===== src/rtl/rom_dma_engine_pkg.sv =====
// Shared definitions for the ROM-to-memory DMA engine and the memory controller decode.
package rom_dma_engine_pkg;

    typedef enum logic [1:0] {
        IDLE  = 2'd0,
        REQ   = 2'd1,
        WAIT  = 2'd2,
        WRITE = 2'd3
    } state_t;

    // Register select values carried on wr_mode
    localparam logic [1:0] MODE_SRC_LO = 2'd0;
    localparam logic [1:0] MODE_SRC_HI = 2'd1;
    localparam logic [1:0] MODE_DST    = 2'd2;
    localparam logic [1:0] MODE_LEN_GO = 2'd3;

    // Base of the DMA register window in the processor data space
    localparam logic [15:0] DMA_BASE = 16'hFF00;

endpackage


===== src/rtl/rom_dma_engine.sv =====
// Copies len 16-bit words from the ROM controller into data memory while the
// processor is stalled. One word at a time: request, guard, wait, write.
module rom_dma_engine
    import rom_dma_engine_pkg::*;
#(
    parameter int SRC_W   = 24,
    parameter int DST_W   = 16,
    parameter int TIMEOUT = 255
) (
    input  logic             clk,
    input  logic             rst,
    input  logic             en,
    input  logic             write,
    input  logic [1:0]       wr_mode,
    input  logic [15:0]      ctrl_data,
    output logic [SRC_W-1:0] src_addr,
    output logic             load_rom,
    input  logic [15:0]      src_data,
    input  logic             ready,
    output logic [DST_W-1:0] dst_addr,
    output logic             dst_write,
    output logic [15:0]      dst_data,
    output logic             proc_en,
    output logic             busy,
    output logic             error
);

    localparam int TMO_W = (TIMEOUT < 2) ? 1 : $clog2(TIMEOUT + 1);

    state_t             state_q, state_d;
    logic [SRC_W-1:0]   src_q;
    logic [DST_W-1:0]   dst_q;
    logic [15:0]        len_q;
    logic [15:0]        buf_q;
    logic [TMO_W-1:0]   tmo_q;
    logic               guard_q;
    logic               error_q;

    logic               cfg_wr;
    logic               start;
    logic               tmo_expire;

    // Register window is only live while idle; the processor is stalled otherwise
    assign cfg_wr     = en && write && (state_q == IDLE);
    assign start      = cfg_wr && (wr_mode == MODE_LEN_GO) && (ctrl_data != 16'd0);
    // Abort on the TIMEOUT-th non-ready cycle after the guard cycle
    assign tmo_expire = (state_q == WAIT) && !guard_q && !ready &&
                        (tmo_q == TMO_W'(TIMEOUT - 1));

    // State register
    always_ff @(posedge clk or posedge rst) begin
        if (rst) state_q <= IDLE;
        else     state_q <= state_d;
    end

    // Next-state logic
    always_comb begin
        state_d = state_q;
        case (state_q)
            IDLE:  if (start) state_d = REQ;
            REQ:   state_d = WAIT;
            WAIT: begin
                if (!guard_q) begin
                    if (ready)           state_d = WRITE;
                    else if (tmo_expire) state_d = IDLE;
                end
            end
            WRITE: state_d = (len_q == 16'd1) ? IDLE : REQ;
            default: state_d = IDLE;
        endcase
    end

    // Configuration registers, address/length counters, timeout and capture
    always_ff @(posedge clk or posedge rst) begin
        if (rst) begin
            src_q   <= '0;
            dst_q   <= '0;
            len_q   <= '0;
            buf_q   <= '0;
            tmo_q   <= '0;
            guard_q <= 1'b0;
            error_q <= 1'b0;
        end else begin
            case (state_q)
                IDLE: begin
                    if (cfg_wr) begin
                        case (wr_mode)
                            MODE_SRC_LO: src_q[15:0]       <= ctrl_data;
                            MODE_SRC_HI: src_q[SRC_W-1:16] <= ctrl_data[SRC_W-17:0];
                            MODE_DST:    dst_q             <= DST_W'(ctrl_data);
                            MODE_LEN_GO: begin
                                len_q <= ctrl_data;
                                if (ctrl_data != 16'd0) error_q <= 1'b0;
                            end
                            default: ;
                        endcase
                    end
                end
                REQ: begin
                    tmo_q   <= '0;
                    guard_q <= 1'b1;
                end
                WAIT: begin
                    guard_q <= 1'b0;
                    if (!guard_q) begin
                        if (ready)           buf_q <= src_data;
                        else                 tmo_q <= tmo_q + 1'b1;
                        if (tmo_expire)      error_q <= 1'b1;
                    end
                end
                WRITE: begin
                    src_q <= src_q + 1'b1;
                    dst_q <= dst_q + 1'b1;
                    len_q <= len_q - 16'd1;
                end
                default: ;
            endcase
        end
    end

    // Outputs decoded from the state register; addresses and data come from registers
    assign load_rom  = (state_q == REQ);
    assign dst_write = (state_q == WRITE);
    assign proc_en   = (state_q == IDLE);
    assign busy      = (state_q != IDLE);
    assign error     = error_q;
    assign src_addr  = src_q;
    assign dst_addr  = dst_q;
    assign dst_data  = buf_q;

endmodule


===== config.mk =====
export PLATFORM = sky130hd
export DESIGN_NAME = rom_dma_engine
export DESIGN_NICKNAME = d
export VERILOG_FILES = /design/src/rtl/rom_dma_engine_pkg.sv /design/src/rtl/rom_dma_engine.sv
export SDC_FILE = /design/constraint.sdc
export NUM_CORES = 1
export LEC_CHECK = 0
export CORE_AREA = 2 2 96 98
export CTS_CLUSTER_SIZE = 40
export DETAILED_ROUTE_END_ITERATION = 6
export DIE_AREA = 0 0 98 100
export GPL_TIMING_DRIVEN = 0
export PLACE_DENSITY = 0.92
export SYNTH_ARGS = -nofsm -noshare
export SYNTH_HDL_FRONTEND = slang
export SYNTH_SLANG_ARGS = --single-unit

===== constraint.sdc =====
create_clock -name clk -period 4.2 [get_ports clk]
set_clock_uncertainty 0.1 [all_clocks]
set_input_delay 0.42 -clock clk [delete_from_list [all_inputs] [get_ports clk]]
set_output_delay 0.42 -clock clk [all_outputs]
set_load 0.005 [all_outputs]

==> results.toml, run 1 <==
[status]
status = "completed"

[sta]
setup_viol = 0
grt_setup_unrepaired = "no"
min_period_ns = 2.80
fin_hold_ws_ns = 0.234
tightest_slew_ns = 0.736
relSlewSlack = 0.505
setup_tns_ns = 0
clock.fmax_mhz = 357
finalMaxSlewViolations = 0
hold_viol = 0
timing.final.crit_share = 0.668

[final_layout]
finalInstanceArea_um2 = 6160
final_common_cell = "clkdlybuf4s50_1"
final_nets = 685
n_fill_cell = 675
area_delta_synth_final_pct = 28.3
antennaDiodeCount = 0
drive_above_1_share = 0.0749
layout_common_cells = "clkdlybuf4s50_1, dfrtp_1, a21oi_1"

[hold_path]
hold_class = "in2async"

[cts]
cts.repair.resized = 0
clock_latency_ns = 0.38
hold_buffers = 0
htree_levels = 3
cts_tree = "built"
cts_root_buf = "clkbuf_8"
post_cts_buffers = 0
cts_buffer_depth = 2
cts.sink_count = 84
cts_buffers = 9
clkTransAtPathRegs_ns = 0.09

[synth]
postSynthCellCount = 525
syn_area_um2 = 4810
syn_avg_cell_area_um2 = 9.15
synth_ff_type = "dfrtp_1"
yosys.area.top_type_share = 0.437
yosysSeqAreaShare = 0.437
synthesis.nets = 574
yosysWarnings = 0
synth_edf_count = 0
async_flop_share = 1.00
synthTopCellsByArea = "dfrtp_1, a21oi_1, o21ai_0"
synth_top_cell_by_area = "dfrtp_1"
yosys_register_bits = 84
synth_cell_types = 58

[floorplan]
die_w_um = 98
num_rows = 35
die_h_um = 100
ios = 100
die_area_um2 = 9800
core_um2 = 8890
initial_core_util = 0.541

[drt]
via_per_inst = 6.80
drc_errors = 0
dr.pass1.iters = 6
vias = 5115
ant_nets = 0
routedWlPerCell_um = 20.2
wl_mm = 15.2
first_iter_violations = 714

[placement]
place_area_um2 = 5970
globalplace.congestion = 0.922
numPortBuffers = 99
hpwl_mm = 10.8

[setup_path]
rr_worst_depth = 9
r2r_slack_ns = 1.40
crit_arrival_ns = 2.93
end_kind = "flip-flop"
reg2reg_from = "state_q[0]"
crit_required_ns = 4.33
reg2reg_to = "len_q[1]"
start_kind = "flip-flop"
worstPathMaxFanout = 10
critPathKind = "reg2reg"

[grt]
grt_pass1_wl_mm = 24.3
grt_max_degree = 68
grt_pass1_vias = 4879
grt_usage = 0.310
grt_overflow = 0
antenna_found_initial = 0

[pwr]
power_leakage_nw = 2.44
p_per_area_nw_per_um2 = 828
ir_drop_mv = 0.419

[run]
maxCapViolations = 0
## layout make-up
class                      instances  area, um2  area share
sequential                        84       2100       0.341
inverter                          18       70.1      0.0114
buffer                            27        108      0.0175
timing repair buffer             100       1020       0.165
clock inverter                     7       75.1      0.0122
multi-input combinational        396       2530       0.410
tap                              111        139      0.0225
clock buffer                       9        124      0.0201
## cells by family (layout without fill, tap and decap cells)
| logic type | count (synthesis) | in the layout | synth area share |
|---|---|---|---|
| XOR/XNOR | 4 | 4 | 0.00729 |
| multiplexers | 26 | 26 | 0.0583 |
| buffers and inverters | 45 | 161 | 0.0364 |
| adder cells (fa/ha/maj) | 10 | 10 | 0.0260 |
| AND/OR/NAND/NOR | 185 | 185 | 0.216 |
| flip-flops | 84 | 84 | 0.437 |
| AO/OA/AOI/OAI | 171 | 171 | 0.218 |
## worst max-delay path by stage
stage | startpoint | to | slack, ns | cells past startpoint
floorplan | rst | dst_addr[0] | 1.51 | 1
detailed placement | ctrl_data[9] | state_q[0] | 1.44 | 6
CTS | state_q[0] | len_q[2] | 1.52 | 9
finish | state_q[0] | len_q[1] | 1.40 | 9
global route | state_q[0] | dst_addr[11] | 1.27 | 8
global placement | rst | src_addr[9] | 0.14 | 2
## power breakdown
group | total (mW) | internal [mW] | switching [mW]
clock | 0.605 | 0.277 | 0.328
sequential | 1.68 | 1.20 | 0.477
combinational | 2.82 | 1.31 | 1.51
total | 5.10 | 2.79 | 2.31
## synth_stat cells, types with 11 or more instances
| library cell | n |
|---|---|
| dfrtp_1 | 84 |
| o22ai_1 | 26 |
| nor2_1 | 26 |
| nand3_1 | 38 |
| mux2_2 | 16 |
| inv_1 | 18 |
| clkbuf_1 | 20 |
| nor4_1 | 11 |
| a21oi_1 | 53 |
| nand2_1 | 34 |
| nand4_1 | 13 |
| o21ai_0 | 42 |
## per-stage QoR
stage	utilization	instances	power (mW)	setup WS, ns
floorplan	-	525	3.22	1.51
global placement	0.668	735	4.27	0.143
detailed placement	0.671	736	4.42	1.44
CTS	0.693	752	5.02	1.52
global route	0.693	752	5.43	1.27
finish	0.693	752	5.10	1.40
## worst max-delay path, cell delays in order, from the launching register on
cell and delay, ns:
dfrtp_1 0.43, inv_1 0.13, ha_1 0.21, buf_2 0.21
inv_1 0.17, a41oi_1 0.59, nor2_1 0.25, clkbuf_1 0.31
o21ai_0 0.14, o21ai_0 0.13
## layer usage
metal,global-route usage,vias up,part of all wire
met4,0.149,0,0.053
met3,0.0578,93,0.12
met2,0.504,392,0.46
met5,0,-,0
met1,0.402,2408,0.37
li1,-,2222,-
## flip-flops by register name (all words and copies together) (netlist names)
name / flops
dst_addr: 16
dst_data: 16
error: 1
guard_q: 1
len_q: 16
src_addr: 24
state_q: 2
tmo_q: 8
Power figures use the tool's default switching activity.
==> run 2: changes to the inputs <==
--- a/config.mk
+++ b/config.mk
@@ -5,12 +5,12 @@
 export SDC_FILE = /design/constraint.sdc
 export NUM_CORES = 1
 export LEC_CHECK = 0
-export CORE_AREA = 2 2 96 98
+export CORE_AREA = 2 2 105 107
 export CTS_CLUSTER_SIZE = 40
 export DETAILED_ROUTE_END_ITERATION = 6
-export DIE_AREA = 0 0 98 100
+export DIE_AREA = 0 0 107 109
 export GPL_TIMING_DRIVEN = 0
-export PLACE_DENSITY = 0.92
+export PLACE_DENSITY = 0.83
 export SYNTH_ARGS = -nofsm -noshare
 export SYNTH_HDL_FRONTEND = slang
 export SYNTH_SLANG_ARGS = --single-unit
==> constraint.sdc (replaced) <==
create_clock -name clk -period 2.31 [get_ports clk]
set_clock_uncertainty 0.1 [all_clocks]
set_input_delay 0.231 -clock clk [delete_from_list [all_inputs] [get_ports clk]]
set_output_delay 0.231 -clock clk [all_outputs]
set_load 0.005 [all_outputs]
==> run 2 against run 1 <==
Compared with the run above: non-clock buffer count up 2; total power grew 85%; sequential share of layout area shrank 0.97 points; sequential power increased by 80%; clock power increased by 95%; setup slack worse by 1.3 ns; critical path depth fell by 1; sequential cell count unchanged; largest power group unchanged.
==> results.toml, run 2 (synthesis gave the netlist of run 1 again) <==
[placement]
hpwl_mm = 10.5
numPortBuffers = 99
place_inst = 766
globalplace.congestion = 0.956

[final_layout]
drive_above_1_share = 0.115
antennaDiodeCount = 0
layout_common_cells = "clkdlybuf4s50_1, dfrtp_1, a21oi_1"
largest_reg_flops = 24
area_delta_synth_final_pct = 32.0
final_nets = 687
fin_cells = 783
n_fill_cell = 900
final_common_cell = "clkdlybuf4s50_1"

[grt]
grt_usage = 0.253
antenna_found_initial = 0
grt_pass1_wl_mm = 22.8
grt_overflow = 0
grt_pass1_vias = 4505
grt_max_degree = 34

[sta]
min_period_ns = 2.21
setup_tns_ns = 0
setup_viol = 0
finalMaxSlewViolations = 0
tightest_slew_ns = 0.695
relSlewSlack = 0.532
grt_setup_unrepaired = "yes"
clock.fmax_mhz = 453
timing.final.crit_share = 0.955
hold_viol = 0

[cts]
cts_tree = "built"
cts_root_buf = "clkbuf_8"
hold_buffers = 0
cts.sink_count = 84
clock_latency_ns = 0.37
htree_levels = 3
clkTransAtPathRegs_ns = 0.08
cts_buffers = 9
cts_buffer_depth = 2

[pwr]
power.switching_mw = 4.08
p_clk_frac = 0.126
intPower_mw = 5.35
switching_share = 0.433
ir_drop_mv = 0.584
p_per_area_nw_per_um2 = 1490
power_leakage_nw = 2.53
seqPwrFrac = 0.321
total_power_mw = 9.42
pwr-share-comb = 0.553

[drt]
first_iter_violations = 383
top_layer = "met4"
route.met2.wl_mm = 6.84
wl_met3_mm = 1.25
ant_nets = 0
dr.pass1.iters = 6
via_per_inst = 6.21
wl_mm = 14.3
vias = 4862
routedWlPerCell_um = 18.3
drt-met1-wl_mm = 5.62
drc_errors = 0

[setup_path]
crit_required_ns = 2.46
crit_slowest_cell = "dfrtp_1"
start_kind = "flip-flop"
worstPathMaxFanout = 8
end_kind = "flip-flop"
path_delay_family = "simple AND/OR/NAND/NOR gates"
critPathKind = "reg2reg"
crit_arrival_ns = 2.36
cp_num_buf_inv = 2
crit_chain = "inv_2 -> ha_1 -> buf_6 -> nor4b_2 -> nand4_1 -> nor4_4 -> a2111oi_2 -> o22a_1"
max_stage_delay_ns = 0.43

[floorplan]
die_h_um = 109
ios = 100
die_w_um = 107
die_area_um2 = 11700
core_um2 = 10600
initial_core_util = 0.453
num_rows = 38

[run]
maxCapViolations = 0

[hold_path]
hold_class = "in2async"

[status]
status = "completed"
[run 2: changes by cell type in the layout (fill, tap and decap cells not counted), moves of 2 or more]
| cell | change |
|---|---|
| clkbuf_1 | -12 |
| inv_2 | +2 |
| buf_2 | -3 |
| buf_12 | +2 |
| a21oi_1 | -2 |
| clkbuf_2 | +12 |
| buf_4 | +4 |
| inv_1 | -2 |
| buf_6 | +2 |
| buf_1 | -2 |
| clkinv_2 | +2 |
| clkinvlp_4 | -2 |
[run 2: timing repair]
action                                  4_1_cts  5_1_grt
gates resized for setup                      15       28
pin swaps                                     0        2
endpoints found under the setup margin       53       47
setup buffers                                 1        2
cloned                                        0        0
[run 2: power groups by stage]
stage	sequential (mW)	combinational (mW)	clock [mW]
finish	3.03	5.21	1.18
global route	3.14	5.74	1.27
CTS	3.01	5.09	1.20
detailed placement	3.03	5.00	0
global placement	2.99	4.84	0
floorplan	2.90	2.96	0
[run 2: final timing paths]
| kind | startpoint | endpoint | slack [ns] | cells past startpoint |
|---|---|---|---|---|
| worst max-delay path | state_q[0] | state_q[0] | 0.10 | 8 |
| worst min-delay path | rst | dst_data[1] | 0.17 | 2 |
| worst max register to register | state_q[0] | state_q[0] | 0.10 | 8 |
| worst min register to register | dst_data[1] | dst_data[1] | 0.41 | 1 |
| max in group asynchronous | rst | src_addr[1] | 1.18 | 4 |
| min in group clk | src_data[13] | dst_data[13] | 0.37 | 2 |
[run 2: area by class of cell]
type                            count  area, um2  area share
Multi-Input combinational cell    396       2590       0.409
Sequential cell                    84       2100       0.331
Timing Repair Buffer              104       1050       0.166
Tap cell                          140        175      0.0276
Clock buffer                       11        141      0.0223
Buffer                             25        134      0.0211
Clock inverter                      5       75.1      0.0118
Inverter                           18       71.3      0.0112
[run 2: stage by stage]
| stage | utilization | hold WS (ns) | setup slack (ns) | area [um2] |
|---|---|---|---|---|
| 2_1_floorplan | - | 0.270 | 0.212 | 4810 |
| 3_3_place_gp | 0.564 | 0.387 | -0.330 | 5980 |
| 3_5_place_dp | 0.567 | 0.393 | -0.375 | 6020 |
| 4_1_cts | 0.593 | 0.172 | -0.0231 | 6290 |
| 5_1_grt | 0.599 | 0.206 | -0.0211 | 6350 |
| 6_report | 0.599 | 0.167 | 0.103 | 6350 |
[run 2: layer usage]
layer,track usage,vias up
li1,-,2231
met1,0.312,2332
met2,0.415,245
met3,0.0568,54
met4,0.137,0
met5,0,-
[run 2: worst reg2reg max path: stages (launching register included)]
cell and delay [ns]:
dfrtp_1 0.43, inv_2 0.09, ha_1 0.18, buf_6 0.15, nor4b_2 0.19, nand4_1 0.22
nor4_4 0.42, a2111oi_2 0.11, o22a_1 0.20
